`src/rtl/dm_pkg.sv`:
```
// Shared definitions for the synchronous data memory.
// Holds the clear-sequencer state type, the lane-count helper and a
// clog2 helper that never returns less than one bit.
package dm_pkg;

  typedef enum logic [0:0] {
    ST_CLEAR = 1'b0,
    ST_IDLE  = 1'b1
  } dm_state_t;

  // Number of independently writable lanes in one word.
  function automatic int lane_count(input int data_length, input int lane_width);
    return data_length / lane_width;
  endfunction

  // Width needed to index n entries; a one-word memory still gets a 1-bit index.
  function automatic int clog2_min1(input int n);
    int r;
    r = $clog2(n);
    return (r < 1) ? 1 : r;
  endfunction

endpackage

```
`src/rtl/dm_clear_seq.sv`:
```
// Post-reset clear sequencer for dm_ram_sync.
// Ports:
//   clk      - system clock
//   rst      - asynchronous active-high reset
//   busy     - high while the clear sequence runs
//   clr_addr - word currently being zeroed
//   clr_we   - write strobe for the clear port
module dm_clear_seq
  import dm_pkg::*;
#(
  parameter int MEM_SIZE       = 16,
  parameter int CLEAR_ON_RESET = 1,
  parameter int CNT_W          = clog2_min1(MEM_SIZE)
) (
  input  logic             clk,
  input  logic             rst,
  output logic             busy,
  output logic [CNT_W-1:0] clr_addr,
  output logic             clr_we
);

  localparam logic [CNT_W-1:0] LAST = CNT_W'(MEM_SIZE - 1);

  dm_state_t        state, state_nx;
  logic [CNT_W-1:0] cnt, cnt_nx;

  always_ff @(posedge clk or posedge rst) begin
    if (rst) begin
      state <= (CLEAR_ON_RESET != 0) ? ST_CLEAR : ST_IDLE;
      cnt   <= '0;
    end else begin
      state <= state_nx;
      cnt   <= cnt_nx;
    end
  end

  always_comb begin
    state_nx = state;
    cnt_nx   = cnt;
    case (state)
      ST_CLEAR: begin
        if (cnt == LAST) begin
          state_nx = ST_IDLE;
          cnt_nx   = '0;
        end else begin
          cnt_nx = cnt + 1'b1;
        end
      end
      default: begin
        state_nx = ST_IDLE;
      end
    endcase
  end

  assign busy     = (state == ST_CLEAR);
  assign clr_we   = (state == ST_CLEAR);
  assign clr_addr = cnt;

endmodule

```
`src/rtl/dm_ram_sync.sv`:
```
// Synchronous single-port data memory with registered reads, byte-lane
// writes, out-of-range detection and an optional post-reset clear.
// Ports:
//   i_clk, i_reset - clock and asynchronous active-high reset
//   i_addr         - word address
//   i_wr, i_rd     - write / read requests sampled at the rising edge
//   i_be           - lane write enables
//   i_data         - write data
//   o_data         - read data (0 unless o_valid)
//   o_valid        - one-cycle read-data strobe
//   o_busy         - clear sequence in progress, requests ignored
//   o_err          - one-cycle strobe for an out-of-range request
module dm_ram_sync
  import dm_pkg::*;
#(
  parameter int MEM_SIZE       = 16,
  parameter int ADDR_LENGTH    = 11,
  parameter int DATA_LENGTH    = 16,
  parameter int LANE_WIDTH     = 8,
  parameter int CLEAR_ON_RESET = 1
) (
  input  logic                                i_clk,
  input  logic                                i_reset,
  input  logic [ADDR_LENGTH-1:0]              i_addr,
  input  logic                                i_wr,
  input  logic                                i_rd,
  input  logic [DATA_LENGTH/LANE_WIDTH-1:0]   i_be,
  input  logic [DATA_LENGTH-1:0]              i_data,
  output logic [DATA_LENGTH-1:0]              o_data,
  output logic                                o_valid,
  output logic                                o_busy,
  output logic                                o_err
);

  localparam int LANES = lane_count(DATA_LENGTH, LANE_WIDTH);
  localparam int IDX_W = clog2_min1(MEM_SIZE);

  logic [DATA_LENGTH-1:0] mem [MEM_SIZE];

  logic                   busy;
  logic                   clr_we;
  logic [IDX_W-1:0]       clr_addr;
  logic [IDX_W-1:0]       idx;
  logic                   in_range;
  logic                   cpu_we;
  logic                   cpu_rd;
  logic [DATA_LENGTH-1:0] wmerge;

  logic [DATA_LENGTH-1:0] rdata_p1;
  logic                   vld_p1;
  logic                   err_p1;

  dm_clear_seq #(
    .MEM_SIZE       (MEM_SIZE),
    .CLEAR_ON_RESET (CLEAR_ON_RESET),
    .CNT_W          (IDX_W)
  ) u_clear_seq (
    .clk      (i_clk),
    .rst      (i_reset),
    .busy     (busy),
    .clr_addr (clr_addr),
    .clr_we   (clr_we)
  );

  // Compare over the full address width so aliases above MEM_SIZE are caught.
  assign in_range = (32'(i_addr) < 32'(MEM_SIZE));
  assign idx      = i_addr[IDX_W-1:0];
  assign cpu_we   = !busy && i_wr && in_range && (|i_be);
  assign cpu_rd   = !busy && i_rd && in_range;

  // Merge enabled lanes into the current word so one whole-word store suffices.
  always_comb begin
    wmerge = mem[idx];
    for (int k = 0; k < LANES; k++) begin
      if (i_be[k]) begin
        wmerge[k*LANE_WIDTH +: LANE_WIDTH] = i_data[k*LANE_WIDTH +: LANE_WIDTH];
      end
    end
  end

  // The clear port owns the array while busy; CPU writes are locked out then.
  always_ff @(posedge i_clk) begin
    if (clr_we) begin
      mem[clr_addr] <= '0;
    end else if (cpu_we) begin
      mem[idx] <= wmerge;
    end
  end

  // ---- stage p0 -> p1: registered read (read-first against a same-cycle write)
  always_ff @(posedge i_clk or posedge i_reset) begin
    if (i_reset) begin
      vld_p1   <= 1'b0;
      err_p1   <= 1'b0;
      rdata_p1 <= '0;
    end else begin
      vld_p1   <= !busy && i_rd;
      err_p1   <= !busy && (i_wr || i_rd) && !in_range;
      rdata_p1 <= cpu_rd ? mem[idx] : '0;
    end
  end

  assign o_data  = rdata_p1;
  assign o_valid = vld_p1;
  assign o_err   = err_p1;
  assign o_busy  = busy;

endmodule

```
`config.mk`:
```
export PLATFORM = sky130hd
export DESIGN_NAME = dm_ram_sync
export DESIGN_NICKNAME = d
export VERILOG_FILES = /design/src/rtl/dm_pkg.sv /design/src/rtl/dm_clear_seq.sv /design/src/rtl/dm_ram_sync.sv
export SDC_FILE = /design/constraint.sdc
export NUM_CORES = 1
export LEC_CHECK = 0
export CAP_MARGIN = 20
export CORE_ASPECT_RATIO = 0.9
export CORE_MARGIN = 1.5
export CORE_UTILIZATION = 60
export CTS_CLUSTER_DIAMETER = 50
export DETAILED_ROUTE_END_ITERATION = 10
export GPL_TIMING_DRIVEN = 1
export PLACE_DENSITY = 0.79
export SKIP_LAST_GASP = 1
export SLEW_MARGIN = 20
export SYNTH_ARGS = -nofsm -noshare
export SYNTH_HDL_FRONTEND = slang
export SYNTH_SLANG_ARGS = --single-unit
```
`constraint.sdc`:
```
create_clock -name i_clk -period 3.7 [get_ports i_clk]
set_clock_uncertainty 0.05 [all_clocks]
set_input_delay 0.37 -clock i_clk [delete_from_list [all_inputs] [get_ports i_clk]]
set_output_delay 0.37 -clock i_clk [all_outputs]
set_load 0.02 [all_outputs]
```
# == Word level (Yosys, flattened, before mapping) ==
# Memory sizes are Yosys's and may differ from the RTL's.
# Cells that the tools add are included.
# classes
n_eq_ne,1
n_reduce_logical,11
bitwise_logic,1
mux,13
addsub,1
order_cmp,1
# op_table
op,count
$mux W16,2
$mux W8,2
$reduce_or A16 Y1,1
$lt A11 B5 Y1 const B,1
$mux W4,2
$logic_and A1 B1 Y1,7
$mux W1,7
$add A4 B1 Y4 const B,1
$eq A4 B4 Y1 const B,1
$reduce_or A2 Y1,1
$logic_not A1 Y1,1
$logic_or A1 B1 Y1,1
$not A1 Y1,1
# totals
ff_bits,23
mem_count,1
output_inout_bits,19
ram_bits,256
in_bits,33
elab_cells,34
# memory_table
memory,words,word_bits,read_ports,rd_ports_with_merged_regs,wr,line,text
mem,16,16,1,0,1,dm_ram_sync.sv:38,logic [DATA_LENGTH-1:0] mem [MEM_SIZE];

# == Logic depth before layout (Yosys ltp) ==
# depth
ltp_word,8
depth_mapped,6
depth_no_buf,4

# == By module ==
# Synthesis repeated with hierarchy kept, for this count alone.
# unflattened
cells_unflattened,525
hier_area_um2,10910.5
# modules_own_cells
mod,seq_area_each_um2,cells_per_inst,n_inst,area_each_um2
dm_ram_sync,8137.8,504,1,10681.5
dm_clear_seq,125.1,21,1,229.0

# == Worst setup path before layout ==
# No wires, ideal clock.
# synth_timing
path_type,input to register
start,input port i_be[1]
end,"memory mem[0][0], enable pin"
path_buffers,2
required_ns,3.241
slack_ns,0.585
arrival_time_ns,2.656
path_stages,6
setup_ns,0.409
cell_sequence,clkbuf_1 -> o211a_1 -> nand3_1 -> buf_2 -> mux2_2 -> nor3_1
# synth_between
elab_chain_len,7
word_cells_on_any_way,8
cone_classes,mux: 5; reduce/logical: 3
# synth_rtl
item,line,text
from (decl),dm_ram_sync.sv:27,"input logic [DATA_LENGTH/LANE_WIDTH-1:0] i_be,"
$reduce_or A2 Y1 (*),dm_ram_sync.sv:68,assign cpu_we = !busy && i_wr && in_range && (|i_be);
$logic_and A1 B1 Y1 (*),dm_ram_sync.sv:68,
$mux W1 (*),dm_ram_sync.sv:85,end else if (cpu_we) begin
$mux W1 (*),dm_ram_sync.sv:83,if (clr_we) begin
$mux W1 (implied by the code) (*),dm_ram_sync.sv:86,mem[idx] <= wmerge;
$reduce_or A16 Y1 (no line),n/a,
$mux W4 (no line) / $mux W1 (equally long branches),n/a,
to (decl),dm_ram_sync.sv:38,
# Every way passes the cells marked *; elsewhere a longest branch is shown, timed or not.

# == Final worst setup path ==
# layout_timing
start,register u_clear_seq.state
end,"memory mem[2][15], enable pin"
# layout_between
elab_chain_len,8
word_cells_on_any_way,10
cone_classes,mux: 6; reduce/logical: 4
# layout_rtl
item,line,text
from (decl),dm_clear_seq.sv:24,"dm_state_t state, state_nx;"
from (signal assigned),dm_clear_seq.sv:29,state <= (CLEAR_ON_RESET != 0) ? ST_CLEAR : ST_IDLE;
from (signal assigned),dm_clear_seq.sv:32,state <= state_nx;
$logic_and A1 B1 Y1 (3 in a row),dm_ram_sync.sv:68,
$mux W1,dm_ram_sync.sv:85,
$mux W1,dm_ram_sync.sv:83,
$mux W1 (implied by the code),dm_ram_sync.sv:86,
$reduce_or A16 Y1 (no line),n/a,
$mux W4 (no line) / $mux W1 (equally long branches),n/a,
# Parallel ways exist; a longest one is shown, timed or not.

==> results.py <==
metrics = {
    "outcome": {
        "outcome": "finished clean",
    },
    "yosys": {
        "syn_inst": 531,
        "yosys_register_bits": 279,
        "yosysSeqAreaShare": 0.754,
        "synth_nets": 565,
        "synth_cell_types": 37,
        "avgSynthCellArea_um2": 20.6,
        "syn-cell-area_um2": 11000,
        "ys.warnings.count": 0,
    },
    "route": {
        "vias": 5778,
        "ant_nets": 0,
        "vias_per_cell": 6.58,
        "routed_wl_um": 23600,
        "post-route-drc-count": 0,
        "wl_per_cell_um": 26.9,
        "firstDrtPassIters": 5,
        "drtIter0Drc": 638,
    },
    "grt": {
        "grt_overflow": 0,
        "grt_usage": 0.255,
        "antenna_found_initial": 0,
        "grt_pass1_wl_um": 36400,
        "grt_start_max_net_pins": 28,
        "grt_pass1_vias": 6041,
    },
    "clocking": {
        "h-tree-depth": 1,
        "cts_sinks": 279,
        "cts_tree": "yes",
        "holdBufCountCts": 0,
        "clockBufferDepth": 3,
        "clk_latency_ps": 530,
        "cts_setup_buffers": 0,
        "cts_buffers": 28,
        "cts_root_buf": "clkbuf_16",
        "path_clk_slew_ps": 60,
        "cts_resized": 0,
    },
    "setup_path": {
        "startpoint_type": "flop",
        "cp_slowest_cell": "mux2i_1",
        "crit_chain": "o211a_1 > nand3_1 > mux2i_1 > and3_1 > buf_4",
        "cp.required_ps": 3860,
        "critPathArrivalTime_ps": 2980,
        "cp_max_fo": 16,
        "cp-end-kind": "flop",
        "slowest_delay_ps": 750,
        "critPathKind": "reg2reg",
    },
    "timing": {
        "period_minus_slack_ps": 2820,
        "max_slew_margin": 0.449,
        "timing_hold_violations_final": 0,
        "setup_violations": 0,
        "max_freq_ghz": 0.354,
        "worst_slew_pin_slew_ps": 826,
        "rsz0062_at_grt": "false",
        "period_share": 0.763,
        "drv_slew": 0,
        "finalSetupTns_ps": 0,
    },
    "die": {
        "die_x_um": 145,
        "core_area_um2": 17800,
        "rows": 46,
        "die_h_um": 131,
        "die-area_um2": 19100,
        "start_util": 0.616,
        "ios": 52,
    },
    "place": {
        "portBuffers": 51,
        "place.gp.congestion": 0.868,
        "hpwlAfterDp_um": 14300,
    },
    "cells_and_area": {
        "area_growth_pct": 17.8,
        "num_antenna_cells": 0,
        "finalNetCount": 651,
        "final_layout_size_suffix_gt1_frac": 0.266,
    },
    "hold_path": {
        "hold_path_class": "in2async",
    },
    "run": {
        "drv_cap": 0,
    },
    "pwr": {
        "peakVddDrop_mv": 0.356,
        "leakage_uw": 0.00516,
        "p_total_uw": 6280,
        "p_per_area_nw_per_um2": 487,
    },
}
==> final cells by class <==
| type | instances | area, um2 |
|---|---|---|
| Inverter | 3 | 11.3 |
| Clock inverter | 10 | 83.8 |
| Clock buffer | 41 | 800 |
| Sequential cell | 279 | 8260 |
| Fill cell | 979 | 4870 |
| Timing Repair Buffer | 87 | 823 |
| Multi-Input combinational cell | 218 | 2630 |
| Tap cell | 240 | 300 |
==> cell usage in the layout (no fill, tap or decap), drive strengths merged, types with 2 or more instances in the layout <==
master / n
nand2: 21
clkdlybuf4s50: 49
mux2i: 2
o211a: 17
inv: 4
a21oi: 17
nand3: 4
edfxtp: 256
nor2b: 2
dfrtp: 23
and2: 2
mux4: 64
a21boi: 2
a22o: 32
nor3: 9
clkbuf: 41
nor2: 4
o31ai: 2
and3: 8
o21ai: 3
mux2: 3
clkinv: 8
o21bai: 16
buf: 38
==> through the flow <==
stage           util  std cells  setup slack, ps  hold WS, ps  cell area, um2
2_1_floorplan      -        531              585          322           11000
3_5_place_dp   0.674        827              375          496           12000
4_1_cts        0.724        878              882          373           12900
3_3_place_gp   0.674        827              546          480           12000
6_report       0.726        878              875          169           12900
5_1_grt        0.726        878              697          221           12900
==> per-layer routing <==
layer	vias to the layer above	share of wire	track usage
li1	2400	-	-
met3	63	0.099	0.0552
met4	0	0.033	0.0901
met1	2967	0.40	0.371
met2	348	0.47	0.390
met5	-	0	0
==> kinds of logic after synthesis <==
| group | after synthesis | share of synthesized area |
|---|---|---|
| buffers and inverters | 34 | 0.0139 |
| and+or+nand+nor | 55 | 0.0255 |
| adders and majority gates | 1 | 0.00114 |
| xor gates and xnor gates | 1 | 0.000799 |
| AOI/OAI and AO/OA | 92 | 0.0686 |
| DFF | 279 | 0.754 |
| muxes | 69 | 0.136 |
==> power breakdown <==
part           leakage (uW)  switching (uW)  total [uW]  internal (uW)
registers           0.00317           0.426        3400           3390
logic               0.00156             110         209           98.4
clock network      0.000432            1120        2680           1560
==> path summary, 6_finish.rpt <==
check	startpoint	to	slack (ps)	depth (start not counted)
max	u_clear_seq.state$_DFF_PP0_	mem[2][15]$_DFFE_PP_	880	5
min	i_reset	o_data[13]$_DFF_PP0_	170	2
max reg2reg	u_clear_seq.state$_DFF_PP0_	mem[2][15]$_DFFE_PP_	880	5
min reg2reg	u_clear_seq.clr_addr[3]$_DFFE_PP0N_	u_clear_seq.clr_addr[3]$_DFFE_PP0N_	510	1
max in group asynchronous	i_reset	o_data[0]$_DFF_PP0_	3040	2
min in group i_clk	i_rd	o_err$_DFF_PP0_	500	3
==> state kept, by name, indices dropped and copies added (netlist names) <==
| name | cells |
|---|---|
| o_valid | 1 |
| mem | 256 |
| u_clear_seq.state | 1 |
| o_err | 1 |
| o_data | 16 |
| u_clear_seq.clr_addr | 4 |
==> critical path, delay by kind of cell (launching register included) <==
kind	cells	cell delay, ps
multiplexers	1	750
flip-flops	1	490
buffers and inverters	1	300
AND/OR/NAND/NOR	2	670
AO/OA/AOI/OAI	1	230
==> cells in the mapped netlist, drive strengths merged <==
master,number,area (um2)
a21oi,17,85.1
o21ai,3,15.0
clkbuf,15,56.3
ha,1,12.5
a21boi,2,18.8
o211a,17,170
and2,2,12.5
mux2,3,33.8
nor2b,2,12.5
or3,1,6.26
edfxtp,256,7690
and3,8,50.1
a41o,1,10.0
nor2,4,17.5
o41ai,1,16.3
nor3,9,45.0
nand3,4,20.0
nand2b,1,6.26
nand4,1,6.26
xnor2,1,8.76
o21bai,16,120
mux2i,2,20.0
mux4,64,1440
nor4,1,12.5
buf,16,85.1
nand2,21,78.8
a22o,32,280
or4,1,11.3
dfrtp,23,576
inv,3,11.3
o211ai,1,7.51
o31ai,2,28.8
No activity file was read; power rests on OpenSTA's default activity.
